**config.mk**
```make
export PLATFORM = sky130hd
export DESIGN_NAME = minmax_tracker
export DESIGN_NICKNAME = d
export VERILOG_FILES = /design/src/rtl/minmax_tracker.sv
export SDC_FILE = /design/constraint.sdc
export NUM_CORES = 1
export LEC_CHECK = 0
export ABC_CLOCK_PERIOD_IN_PS = 2040
export CORE_ASPECT_RATIO = 1.1
export CORE_UTILIZATION = 48
export DETAILED_ROUTE_END_ITERATION = 10
export PLACE_DENSITY_LB_ADDON = 0.12
export SLEW_MARGIN = 30
export SYNTH_ARGS = -nofsm -noshare
export SYNTH_HDL_FRONTEND = slang
export SYNTH_SLANG_ARGS = --single-unit
```
**constraint.sdc**
```tcl
create_clock -name clk -period 2.04 [get_ports clk]
set_input_delay 0.306 -clock clk [delete_from_list [all_inputs] [get_ports clk]]
set_output_delay 0.306 -clock clk [all_outputs]
set_load 0.02 [all_outputs]
```
**src/rtl/minmax_tracker.sv**
```systemverilog
// Streaming min/max tracker: accumulates a frame of COUNT unsigned samples and
// presents the frame's max, min and all-equal flag on a held output handshake.
module minmax_tracker #(
  parameter int WIDTH = 4,
  parameter int COUNT = 8
) (
  input  logic             clk,
  input  logic             rst,
  input  logic             in_valid,
  output logic             in_ready,
  input  logic [WIDTH-1:0] in_data,
  output logic             out_valid,
  input  logic             out_ready,
  output logic [WIDTH-1:0] out_max,
  output logic [WIDTH-1:0] out_min,
  output logic             out_all_equal
);

  localparam int CW = $clog2(COUNT + 1);

  localparam logic [1:0] ST_FIRST = 2'd0;
  localparam logic [1:0] ST_ACCUM = 2'd1;
  localparam logic [1:0] ST_HOLD  = 2'd2;

  localparam logic [CW-1:0] CNT_ZERO = CW'(0);
  localparam logic [CW-1:0] CNT_ONE  = CW'(1);
  localparam logic [CW-1:0] LAST_IDX = CW'(COUNT - 1);

  logic [1:0]       state_r;
  logic [1:0]       state_s;
  logic [CW-1:0]    count_r;
  logic [CW-1:0]    count_s;
  logic [WIDTH-1:0] max_r;
  logic [WIDTH-1:0] max_s;
  logic [WIDTH-1:0] min_r;
  logic [WIDTH-1:0] min_s;
  logic             accept_s;
  logic             take_s;
  logic             last_s;

  // Ready is a pure state decode so it never depends on in_valid.
  assign in_ready = (state_r == ST_FIRST) || (state_r == ST_ACCUM);

  // Next-state, running extremes and sample count.
  always_comb begin
    accept_s = in_valid & in_ready;
    take_s   = out_valid & out_ready;
    state_s  = state_r;
    count_s  = count_r;
    max_s    = max_r;
    min_s    = min_r;
    last_s   = 1'b0;
    case (state_r)
      ST_FIRST: begin
        if (accept_s) begin
          max_s   = in_data;
          min_s   = in_data;
          count_s = CNT_ONE;
          last_s  = (COUNT == 1);
          state_s = last_s ? ST_HOLD : ST_ACCUM;
        end else begin
          state_s = ST_FIRST;
        end
      end
      ST_ACCUM: begin
        if (accept_s) begin
          max_s   = (in_data > max_r) ? in_data : max_r;
          min_s   = (in_data < min_r) ? in_data : min_r;
          count_s = count_r + CNT_ONE;
          last_s  = (count_r == LAST_IDX);
          state_s = last_s ? ST_HOLD : ST_ACCUM;
        end else begin
          state_s = ST_ACCUM;
        end
      end
      ST_HOLD: begin
        if (take_s) begin
          state_s = ST_FIRST;
          count_s = CNT_ZERO;
        end else begin
          state_s = ST_HOLD;
        end
      end
      default: begin
        state_s = ST_FIRST;
        count_s = CNT_ZERO;
      end
    endcase
  end

  // State, accumulators and the registered result handshake.
  always_ff @(posedge clk) begin
    if (rst) begin
      state_r       <= ST_FIRST;
      count_r       <= CNT_ZERO;
      max_r         <= {WIDTH{1'b0}};
      min_r         <= {WIDTH{1'b0}};
      out_valid     <= 1'b0;
      out_max       <= {WIDTH{1'b0}};
      out_min       <= {WIDTH{1'b0}};
      out_all_equal <= 1'b0;
    end else begin
      state_r <= state_s;
      count_r <= count_s;
      max_r   <= max_s;
      min_r   <= min_s;
      // Result is captured from the post-update extremes of the final sample.
      if (accept_s && last_s) begin
        out_valid     <= 1'b1;
        out_max       <= max_s;
        out_min       <= min_s;
        out_all_equal <= (max_s == min_s);
      end else if (take_s) begin
        out_valid <= 1'b0;
      end else begin
        out_valid <= out_valid;
      end
    end
  end

endmodule

```
## After elaboration in Yosys (flattened, before gate mapping)

Cells that the tools add are included.

| storage, ports and cells | value |
|---|---|
| register bits | 24 |
| input bits | 8 |
| output and inout port bits | 11 |

| cells by class | value |
|---|---|
| add/subtract/negate cells | 1 |
| order comparisons | 2 |
| equality and inequality tests | 7 |
| multiplexer cells | 21 |
| bitwise gates (word level) | 2 |
| reduce and logical (&&, ||, !) cells | 5 |

Operator list:

| cell | number |
|---|---|
| 4-bit 2-to-1 mux | 9 |
| 4-bit one-hot mux with 2 select lines | 2 |
| 4-bit one-hot mux with 3 select lines | 1 |
| 2-bit 2-to-1 mux | 3 |
| 2-bit inequality test (second input constant) | 3 |
| 2-bit one-hot mux with 3 select lines | 1 |
| 1-bit 2-to-1 mux | 5 |
| 4-bit by 1-bit adder with 4-bit output (second input constant) | 1 |
| 4-bit by 3-bit == test with 1-bit output (second input constant) | 1 |
| 4-bit == test | 1 |
| 4-bit > comparator | 1 |
| 4-bit < comparator | 1 |
| 3-bit AND reduction | 1 |
| 1-bit AND | 2 |
| 2-bit by 1-bit == test with 1-bit output (second input constant) | 1 |
| 2-bit == test (second input constant) | 1 |
| 2-bit logical NOT | 1 |
| 2-bit nonzero test | 1 |
| 1-bit logical AND | 1 |
| 1-bit logical OR | 1 |

## Longest topological paths before layout

| depth | value |
|---|---|
| depth in word-level cells | 7 |
| depth in mapped cells | 9 |
| mapped depth without buffers | 9 |

## Worst setup path after synthesis

No wires, ideal clock.

| path | value |
|---|---|
| path type | register -> register |
| start point | reg min_r[2] |
| end point | reg out_all_equal |
| setup time | 0.116 ns |
| arrival | 2.066 ns |
| data required time | 1.924 ns |
| setup slack | -0.141 ns |
| stages on the path, launching flop included | 10 |
| period minus slack after synthesis | 2.181 ns |
| cell sequence | dfxtp_1 inv_1 ha_1 o211ai_1 o211ai_2 mux2_2 a221oi_4 xor2_1 nor3_1 a31o_1 |

| on the way | value |
|---|---|
| word-level cells in the longest chain between the ends | 5 |

Ends and longest elaborated chain:

| what | line | RTL |
|---|---|---|
| from (decl) | 35 | `logic [WIDTH-1:0] min_r;` |
| from (signal assigned) | 97 | `min_r <= {WIDTH{1'b0}};` |
| from (signal assigned) | 106 | `min_r <= min_s;` |
| 4-bit < comparator | 68 | `min_s = (in_data < min_r) ? in_data : min_r;` |
| 4-bit 2-to-1 mux | 68 |  |
| 4-bit 2-to-1 mux | 66 | `if (accept_s) begin` |
| 4-bit one-hot mux with 2 select lines (*) | 53 | `case (state_r)` |
| 4-bit == test (*) | 112 | `out_all_equal <= (max_s == min_s);` |
| to (signal assigned) | 112 |  |
| to (decl) | 16 | `output logic out_all_equal` |

Every way passes the cells marked *; elsewhere a longest branch is shown, timed or not.
A chain may end at the register's enable or synchronous reset.

## Worst setup path after layout

| path | value |
|---|---|
| start point | reg min_r[3] |
| end point | reg out_all_equal |

The elaborated chain is that of the path after synthesis.

==> qor.yml <==
start_util_pct: 52.25
fp.coreArea_um2: 2591
slew_headroom_pct: 62.07
drc: 0
rr_startpoint: "min_r[3]$_SDFF_PP0_"
first_global_vias: 1393
n_fill_cell: 146
grt_max_degree: 19
drt_iter0_drc: 53
report.final.setup_viol: 4
routedWlPerCell_um: 17.67
final_cell_area_um2: 2067
p_per_area_nw_per_um2: 586.5
num_antenna_cells: 0
synth_area_um2: 1354
endpoint_kind: "register"
yosysTopAreaCellShare_pct: 35.49
final_hold_viol_count: 0
synth_edf_count: 0
place_area_um2: 1876
grt-ovfl-total: 0
clkLatencyLatePin_ps: 310
htreeDepth: 1
rsz0062_at_grt: "true"
worst_hold_path.num_cells: 2
cp_max_fo: 3
tritoncts: "yes"
ir_worst_vdd_v: 0.0007665
min_from: "count_r[1]$_SDFFE_PP0P_"
worst_setup_path_start_kind: "register"
layout_commonest_cell: "buf_4"
period_share_pct: 109.2
grt_use_total_pct: 27.45
syn_nets: 169
leakage_nw: 0.8303
clock_tree.buffer_depth: 2
yosysSeqAreaShare_pct: 35.49
worst_pin_slew_ps: 567.2
drt-total-wl_um: 4241
drive_above_1_share_pct: 40.19
antenna_found_initial: 0
reg2reg_depth: 11
ys_warn_count: 0
violations: "negative setup slack"
async_flop_share_pct: 0
clkTransAtPathRegs_ps: 120
die_area_um2: 3037
postRouteAntennaNets: 0
status: "complete, but fails checks"
netlist_instances: 153
critical_path_class: "reg -> reg"
finalClockSkew_ps: 0.7080
drv_cap: 0
ys.flop_type: "dfxtp_1"
final_cell_mix: "buf_4, nor2_1, dfxtp_1"
fin_crit_ps: 2228
yosys_register_bits: 24
dp.final_hpwl_um: 2758
holdPathEnd: "count_r[1]$_SDFFE_PP0P_"
total_power_mw: 1.212
viasPerCell: 5.996
rows: 19
reg2reg_to: "out_all_equal$_SDFFE_PP0P_"
worst_ep_arrival_time_ps: 2450
cp_data_required_time_ps: 2260
regToRegSetupSlack_ps: -190
cts_sinks: 24
area_growth_pct: 52.68
gp_congestion: 0.8675
synth_area_leaders: "dfxtp_1, ha_1, nor2_1, a211oi_1, a21oi_1"
firstDrtPassIters: 5
final_max_slew_viol_count: 0
fmax_mhz: 448.7
syn_area_per_cell_um2: 8.848
ios: 19
cts_buffers: 3
synth.distinct_cells: 47
yosysTopAreaCell: "dfxtp_1"
die_w_um: 52.64
worst_slack_ps: -188.4
grt_pass1_wl_um: 6189
nets: 226
io_buffer_count: 18
via_count: 1439
cts-root-buf: "clkbuf_4"
hold_path_class: "reg -> reg"
postCtsHoldBufs: 0
die_y_um: 57.70
[metrics by stage]
stage	setup TNS, ps	hold slack [ps]	instances	util [%]	worst slack [ps]
final	-297.6	488.8	240	79.77	-188.4
after global routing	-655.9	521.0	240	79.77	-268.9
after CTS	-151.4	486.2	239	77.55	-151.4
after detailed placement	-7309	468.5	229	72.38	-653.9
after global placement	-6406	464.1	229	72.38	-621.9
after floorplan	-38.03	449.2	153	-	-38.03
[worst max-delay path by stage]
stage,from,to,slack (ps),depth (start not counted)
2_1_floorplan,min_r[2]$_SDFF_PP0_,out_all_equal$_SDFFE_PP0P_,-40,9
3_3_place_gp,in_data[1],out_all_equal$_SDFFE_PP0P_,-620,9
3_5_place_dp,in_data[1],out_all_equal$_SDFFE_PP0P_,-650,9
4_1_cts,min_r[2]$_SDFF_PP0_,out_all_equal$_SDFFE_PP0P_,-150,9
5_1_grt,min_r[3]$_SDFF_PP0_,out_all_equal$_SDFFE_PP0P_,-270,11
6_report,min_r[3]$_SDFF_PP0_,out_all_equal$_SDFFE_PP0P_,-190,11
[report_power, final]
group          internal (mW)  switching [mW]
clock network          0.199           0.137
logic                  0.196           0.181
registers              0.485          0.0146
total                  0.880           0.333
[kinds of logic after synthesis]
| family | Yosys count | share of synthesized area [%] |
|---|---|---|
| AOI/OAI and AO/OA | 46 | 26.80 |
| and+or+nand+nor | 46 | 17.47 |
| DFF | 24 | 35.49 |
| buffers and inverters | 20 | 6.377 |
| adders and majority gates | 8 | 7.394 |
| muxes | 5 | 3.882 |
| xor gates and xnor gates | 4 | 2.588 |
[layout make-up]
cell class	instances	area [um^2]	area share [%]
inverters	12	45.04	2.179
flip-flops and latches	24	485.5	23.49
clock inverters	1	30.03	1.453
repair buffers	60	495.5	23.97
multi-input cells	109	949.7	45.94
clock buffers	3	22.52	1.090
well taps	31	38.79	1.877
[Yosys cell counts, types with 2 or more instances]
library cell / count
o211a_1: 3
a2bb2oi_1: 5
a21o_1: 3
buf_1: 2
nor3b_1: 2
ha_1: 8
o22ai_1: 2
inv_1: 12
dfxtp_1: 24
buf_2: 3
a21oi_1: 10
clkbuf_1: 2
nand2_1: 4
and3_1: 2
nand3_1: 3
mux2i_1: 3
nor2_1: 23
o21ai_0: 3
xor2_1: 3
a211oi_1: 9
[metal layers]
layer	routed length [um]	share of wire (%)	track usage, %	vias up
li1	-	-	-	669
met1	1729	41	32.41	688
met2	2170	51	48.10	59
met3	204	4.8	7.349	23
met4	136	3.2	7.519	0
met5	0	0	0	-
[registers in the layout, indices dropped and copies added (netlist names)]
name and count:
min_r 4, count_r 4, state_r 2, max_r 4, out_min 4, out_max 4, out_valid 1, out_all_equal 1
[timing repair]
action / in CTS / in global routing
pin swaps: 12 / 5
gates resized for setup: 14 / 11
buffers inserted: 7 / 4
endpoints found under the setup margin: 17 / 12
[critical path, stage by stage, from the launching register on]
cell and delay [ps]:
dfxtp_2 360, inv_2 50, ha_4 220, buf_4 140, a21o_1 190, nor2_2 160
a221oi_1 120, a222oi_1 290, buf_4 170, xor2_1 150, nor2_1 60, a31o_1 220
Power figures use the tool's default switching activity.
